$ cat config.mk
export PLATFORM = sky130hd
export DESIGN_NAME = gsau_wb_buffer
export DESIGN_NICKNAME = d
export VERILOG_FILES = /design/src/rtl/sys_arr_pkg.sv /design/src/rtl/sync_fifo.sv /design/src/rtl/gsau_wb_buffer.sv
export SDC_FILE = /design/constraint.sdc
export NUM_CORES = 1
export LEC_CHECK = 0
export CAP_MARGIN = 30
export CORE_AREA = 2 2 507 509
export DETAILED_ROUTE_END_ITERATION = 8
export DIE_AREA = 0 0 509 511
export HOLD_SLACK_MARGIN = 0.02
export PLACE_DENSITY = 0.46
export SLEW_MARGIN = 5
export SYNTH_ARGS = -nofsm -noshare
export SYNTH_HDL_FRONTEND = slang
export SYNTH_SLANG_ARGS = --single-unit
$ cat constraint.sdc
create_clock -name CLK -period 14.6 [get_ports CLK]
set_input_delay 4.38 -clock CLK [delete_from_list [all_inputs] [get_ports CLK]]
set_output_delay 4.38 -clock CLK [all_outputs]
set_load 0.005 [all_outputs]
$ cat src/rtl/sys_arr_pkg.sv
// Shared systolic-array types: vector register word and writeback entry layout.
package sys_arr_pkg;

    localparam int VREG_W   = 512;
    localparam int WB_DEPTH = 4;

    typedef logic [VREG_W-1:0] vreg_t;

    typedef struct packed {
        vreg_t      psum;
        logic [7:0] dst;
    } wb_entry_t;

endpackage

$ cat src/rtl/sync_fifo.sv
// Generic in-order FIFO; head is read straight from storage, no fall-through.
module sync_fifo #(
    parameter int WIDTH = 8,
    parameter int DEPTH = 4,
    localparam int PTR_W = $clog2(DEPTH),
    localparam int CNT_W = $clog2(DEPTH + 1)
) (
    input  logic             clk,
    input  logic             rst_n,
    input  logic             push,
    input  logic [WIDTH-1:0] wdata,
    input  logic             pop,
    output logic             full,
    output logic             empty,
    output logic [CNT_W-1:0] count,
    output logic [WIDTH-1:0] head
);

    logic [WIDTH-1:0] mem_q [DEPTH];
    logic [PTR_W-1:0] rptr_q, rptr_d;
    logic [PTR_W-1:0] wptr_q, wptr_d;
    logic [CNT_W-1:0] cnt_q, cnt_d;
    logic             do_push, do_pop;

    assign full    = (cnt_q == CNT_W'(DEPTH));
    assign empty   = (cnt_q == '0);
    assign count   = cnt_q;
    assign head    = mem_q[rptr_q];
    // A full FIFO refuses a push even if a pop frees a slot this cycle.
    assign do_push = push & ~full;
    assign do_pop  = pop & ~empty;

    always_comb begin
        rptr_d = rptr_q;
        wptr_d = wptr_q;
        cnt_d  = cnt_q;
        if (do_push) wptr_d = wptr_q + PTR_W'(1);
        if (do_pop)  rptr_d = rptr_q + PTR_W'(1);
        case ({do_push, do_pop})
            2'b10:   cnt_d = cnt_q + CNT_W'(1);
            2'b01:   cnt_d = cnt_q - CNT_W'(1);
            default: cnt_d = cnt_q;
        endcase
    end

    always_ff @(posedge clk) begin
        if (do_push) mem_q[wptr_q] <= wdata;
    end

    always_ff @(posedge clk or negedge rst_n) begin
        if (!rst_n) begin
            rptr_q <= '0;
            wptr_q <= '0;
            cnt_q  <= '0;
        end else begin
            rptr_q <= rptr_d;
            wptr_q <= wptr_d;
            cnt_q  <= cnt_d;
        end
    end

endmodule

$ cat src/rtl/gsau_wb_buffer.sv
// GSAU writeback buffer: queues psum results, drains them to the Veggie file
// write port and reports each completed write to the scoreboard.
module gsau_wb_buffer
    import sys_arr_pkg::*;
#(
    parameter int DEPTH  = WB_DEPTH,
    parameter int DATA_W = VREG_W,
    parameter int DST_W  = 8
) (
    input  logic              CLK,
    input  logic              nRST,
    input  logic [DATA_W-1:0] wb_psum,
    input  logic [DST_W-1:0]  wb_wbdst,
    input  logic              wb_valid,
    output logic              wb_output_ready,
    output logic              vrf_wen,
    output logic [DATA_W-1:0] vrf_wdata,
    output logic [DST_W-1:0]  vrf_wdst,
    input  logic              vrf_wready,
    output logic              sb_wb_done,
    output logic [DST_W-1:0]  sb_wb_dst,
    output logic              wb_empty,
    output logic              wb_overflow
);

    localparam int ENTRY_W = DATA_W + DST_W;
    localparam int CNT_W   = $clog2(DEPTH + 1);

    logic [ENTRY_W-1:0] fifo_head;
    logic [CNT_W-1:0]   fifo_count;
    logic               fifo_full, fifo_empty;
    logic               push, pop, stall;

    logic               done_q, done_d;
    logic [DST_W-1:0]   done_dst_q, done_dst_d;
    logic               ovf_q, ovf_d;
    logic               stall_q;
    logic [DST_W-1:0]   stall_dst_q;

    sync_fifo #(
        .WIDTH (ENTRY_W),
        .DEPTH (DEPTH)
    ) u_fifo (
        .clk   (CLK),
        .rst_n (nRST),
        .push  (push),
        .wdata ({wb_psum, wb_wbdst}),
        .pop   (pop),
        .full  (fifo_full),
        .empty (fifo_empty),
        .count (fifo_count),
        .head  (fifo_head)
    );

    // Ready depends only on registered occupancy, never on wb_valid.
    assign wb_output_ready = (fifo_count != CNT_W'(DEPTH));
    assign vrf_wen         = ~fifo_empty;
    assign wb_empty        = fifo_empty;
    assign vrf_wdata       = fifo_head[ENTRY_W-1:DST_W];
    assign vrf_wdst        = fifo_head[DST_W-1:0];

    assign push  = wb_valid & wb_output_ready;
    assign pop   = vrf_wen & vrf_wready;
    assign stall = wb_valid & fifo_full;

    assign sb_wb_done  = done_q;
    assign sb_wb_dst   = done_dst_q;
    assign wb_overflow = ovf_q;

    always_comb begin
        done_d     = pop;
        done_dst_d = pop ? vrf_wdst : done_dst_q;
        // An un-accepted offer must be held; a changed destination means it was not.
        ovf_d      = ovf_q | (stall_q & stall & (wb_wbdst != stall_dst_q));
    end

    always_ff @(posedge CLK or negedge nRST) begin
        if (!nRST) begin
            done_q      <= 1'b0;
            done_dst_q  <= '0;
            ovf_q       <= 1'b0;
            stall_q     <= 1'b0;
            stall_dst_q <= '0;
        end else begin
            done_q      <= done_d;
            done_dst_q  <= done_dst_d;
            ovf_q       <= ovf_d;
            stall_q     <= stall;
            stall_dst_q <= wb_wbdst;
        end
    end

endmodule

==> reports/summary.txt <==
Status = complete, no violations
Mapped Area = 76,190 um^2
Worst Hold Path Cells = 1
Non-filler cells, final = 7,629
Crit Path Max Fanout = 50
Grt met2 use = 24.86%
Max-slew violations = 0
CTS Hold Buffers Added = 0
Pint = 0.01466 W
Dpl cell area = 90,680 um^2
Commonest cells post-synth = edfxtp_1, mux4_2, buf_6, buf_2, nand2_1
Final TNS setup = 0 ps
Core area = 255,300 um^2
Unrepaired setup endpoints after global routing = false
Total GRT Usage = 15.52%
Inst Count DP = 7,187
Vias per cell = 4.609
I/O Pins = 1,057
Routed WL = 206,800 um
Comb power frac = 31.9%
Post-synthesis sequential area ratio = 82.84%
Tcrit/Tclk final = 60.56%
Worst-Skew Late Latency = 880 ps
Post-layout util = 38.52%
Antenna violations before repair = 102
Count of port buffers added during placement = 1,056
CTS tree = built
Setup Crit Path Kind = flip-flop to output pin
DRT Pass-1 Iters = 7
1st-iter DRT viols = 2,493
CTS sink cnt = 2,106
Setup Buffers After CTS = 0
Number of global-route vias before repair = 36,840
Async SR Flop Fraction = 1.235%
Pin count of the biggest net entering global routing = 142
Yosys reg bits = 2,106
Post-synthesis area per instance = 27.09 um^2
Most numerous cell on the critical path = buf_4
Pleak = 31.08 nW
Hold Crit Class = flip-flop to flip-flop
Crit path largest cell delay = 910 ps
Post-Syn Instances = 2,812
Area of the multi-input gates = 12,140 um^2
GRT met3 Usage = 6.839%
H-tree depth = 4
Clock share of power = 27.9%
CTS buffer count = 223
Count leader, synth = edfxtp_1
Gp weighted congestion = 0.7560
Power Density = 209.2 nW/um^2
Largest cells by area after synthesis = edfxtp_1, mux4_2, dfrtp_1
Slew headroom = 24.70%
Reg2reg path depth = 5
Layout cells sized above 1 = 21.60%
Global-route wire length before repair = 288,100 um
Tmin final = 8841 ps
DRC viols = 0
Met1 Use GR = 19.09%
Area added between synthesis and finish = 29.06%
Clock Path Buffers = 3
Max Freq = 113.1 MHz
Drt wl/cell = 27.10 um
Chip Width = 509 um
CP top delay family = buffers and inverters
Slew @ Worst Pin = 1130 ps
Overflow after GRT = 0
DIE AREA = 260,100 um^2
Worst path cell trace = buf_4 > buf_4 > mux4_2 > clkdlybuf4s50_1
Final Skew = 67.84 ps
Syn Nets = 3,342
Hpwl dp = 133,200 um
Switch Pwr = 0.005907 W
Netlist cell types = 22
WP buf/inv = 3
Worst setup SP type = flip-flop
Power, Total = 0.02057 W
WP depth = 4
Post-CTS Resized = 0
CP max stage cell = dfrtp_4
Number of synthesized flops with an enable pin = 2,080
Maximum vdd drop = 0.1265 mV
# rows = 186
Number of fill cells in the layout = 22,800
Vias = 35,170
CP endpoint kind = output pin
Initial Util = 29.84%
Worst Path Arrival = 4460 ps
Finish-stage setup viols = 0
Nets = 4,560
Largest area contributor in the netlist = edfxtp_1
Antenna-violating nets left = 0
Syn. warnings = 0
Worst EP required = 10,220 ps
Synth top area share = 81.98%
Max_cap viols = 0
Seq pwr share = 40.2%
Final Hold Fails = 0
Ys flop type = edfxtp_1
Sw Ratio = 28.72%
Seq. cell area = 63,120 um^2
Die Ht = 511 um
Final Instance Area = 98,330 um^2
CTS root buffer = clkbuf_16
GR peak layer = met2
Clock transition at path regs = 60 ps
cells by family after synthesis:
group / after synthesis / share of synthesized area [%]
flops: 2106 / 82.84
mux: 522 / 15.40
buf+inv: 124 / 1.253
simple gates: 39 / 0.2283
xor+xnor: 14 / 0.1609
fa+ha+maj: 6 / 0.1084
compound gates: 1 / 0.01314
state kept, by name, summed over array words and instances, names as in the netlist, 2 cells and up:
signal / count
u_fifo.rptr_q: 2
stall_dst_q: 8
u_fifo.count: 3
sb_wb_dst: 8
u_fifo.wptr_q: 2
u_fifo.mem_q: 2080
worst reg2reg max path, stage by stage (launching register included):
cell and delay [ps]:
dfrtp_1 400, nor2_1 80, nand2_1 200, and3_4 770, buf_4 770, buf_4 880
metal layers:
metal / up-vias / share of wire (%)
li1: 14750 / -
met1: 18740 / 40
met2: 1211 / 48
met3: 389 / 10
met4: 82 / 2.3
met5: - / 0.24
power by group through the flow:
stage | clock (W) | sequential, W | combinational (W)
floorplan | 0 | 0.00870 | 0.00312
global placement | 0 | 0.00838 | 0.00677
detailed placement | 0 | 0.00841 | 0.00674
CTS | 0.00593 | 0.00828 | 0.00678
global route | 0.00615 | 0.00836 | 0.00700
finish | 0.00573 | 0.00826 | 0.00657
area by class of cell:
cell class                 instances  area share (%)
antenna                           19         0.04835
clock buffer                     269           5.923
clock inverter                   152           1.751
inverter                           8         0.03054
multi-input combinational        582           12.35
sequential                      2106           64.19
tap                             3384           4.306
timing repair buffer            1109           11.40
worst paths after layout:
| path | start | to | slack (ps) |
|---|---|---|---|
| worst min register to register | wb_overflow | wb_overflow | 470 |
| min in group asynchronous | nRST | sb_wb_done | 3930 |
| worst max register to register | u_fifo.count[0] | u_fifo.mem_q[1][303] | 11050 |
| worst min-delay path | wb_overflow | wb_overflow | 470 |
| max in group asynchronous | nRST | stall_dst_q[1] | 10290 |
| worst max-delay path | u_fifo.rptr_q[1] | vrf_wdata[86] | 5760 |
cell usage in the layout, fill, tap and decap left out:
| cell type | synthesis | layout |
|---|---|---|
| edfxtp_1 | 2080 | 2080 |
| clkdlybuf4s50_1 | 0 | 1056 |
| mux4_2 | 520 | 520 |
| clkbuf_16 | 0 | 224 |
| clkinv_1 | 0 | 51 |
| clkinv_2 | 0 | 49 |
| clkbuf_1 | 6 | 40 |
| buf_4 | 3 | 36 |
| nand2_1 | 28 | 28 |
| bufinv_16 | 0 | 26 |
| dfrtp_1 | 26 | 24 |
| diode_2 | 0 | 19 |
| clkinv_16 | 0 | 13 |
| buf_12 | 0 | 13 |
| xor2_1 | 10 | 10 |
| clkinvlp_4 | 0 | 9 |
| inv_1 | 7 | 7 |
| ha_1 | 5 | 5 |
| clkbuf_8 | 0 | 5 |
| and3_4 | 0 | 4 |
| xnor2_1 | 4 | 4 |
| buf_16 | 0 | 4 |
| nor2_1 | 2 | 2 |
| nor4_1 | 2 | 2 |
| clkinv_4 | 0 | 2 |
| dfrtp_4 | 0 | 2 |
| or3_4 | 1 | 1 |
| nand2_2 | 1 | 1 |
| inv_2 | 1 | 1 |
| and3_1 | 5 | 1 |
| a41o_1 | 1 | 1 |
| mux2i_1 | 1 | 1 |
| mux2_2 | 1 | 1 |
| fa_1 | 1 | 1 |
| inv_16 | 0 | 1 |
| inv_6 | 0 | 1 |
per-stage QoR:
| step | setup WS, ps | hold slack [ps] |
|---|---|---|
| 6_report | 5759 | 470.1 |
| 2_1_floorplan | -2519 | 460.2 |
| 5_1_grt | 5477 | 485.4 |
| 4_1_cts | 5374 | 475.1 |
| 3_5_place_dp | 6384 | 462.1 |
| 3_3_place_gp | 6378 | 462.5 |
No activity file was read; power rests on OpenSTA's default activity.
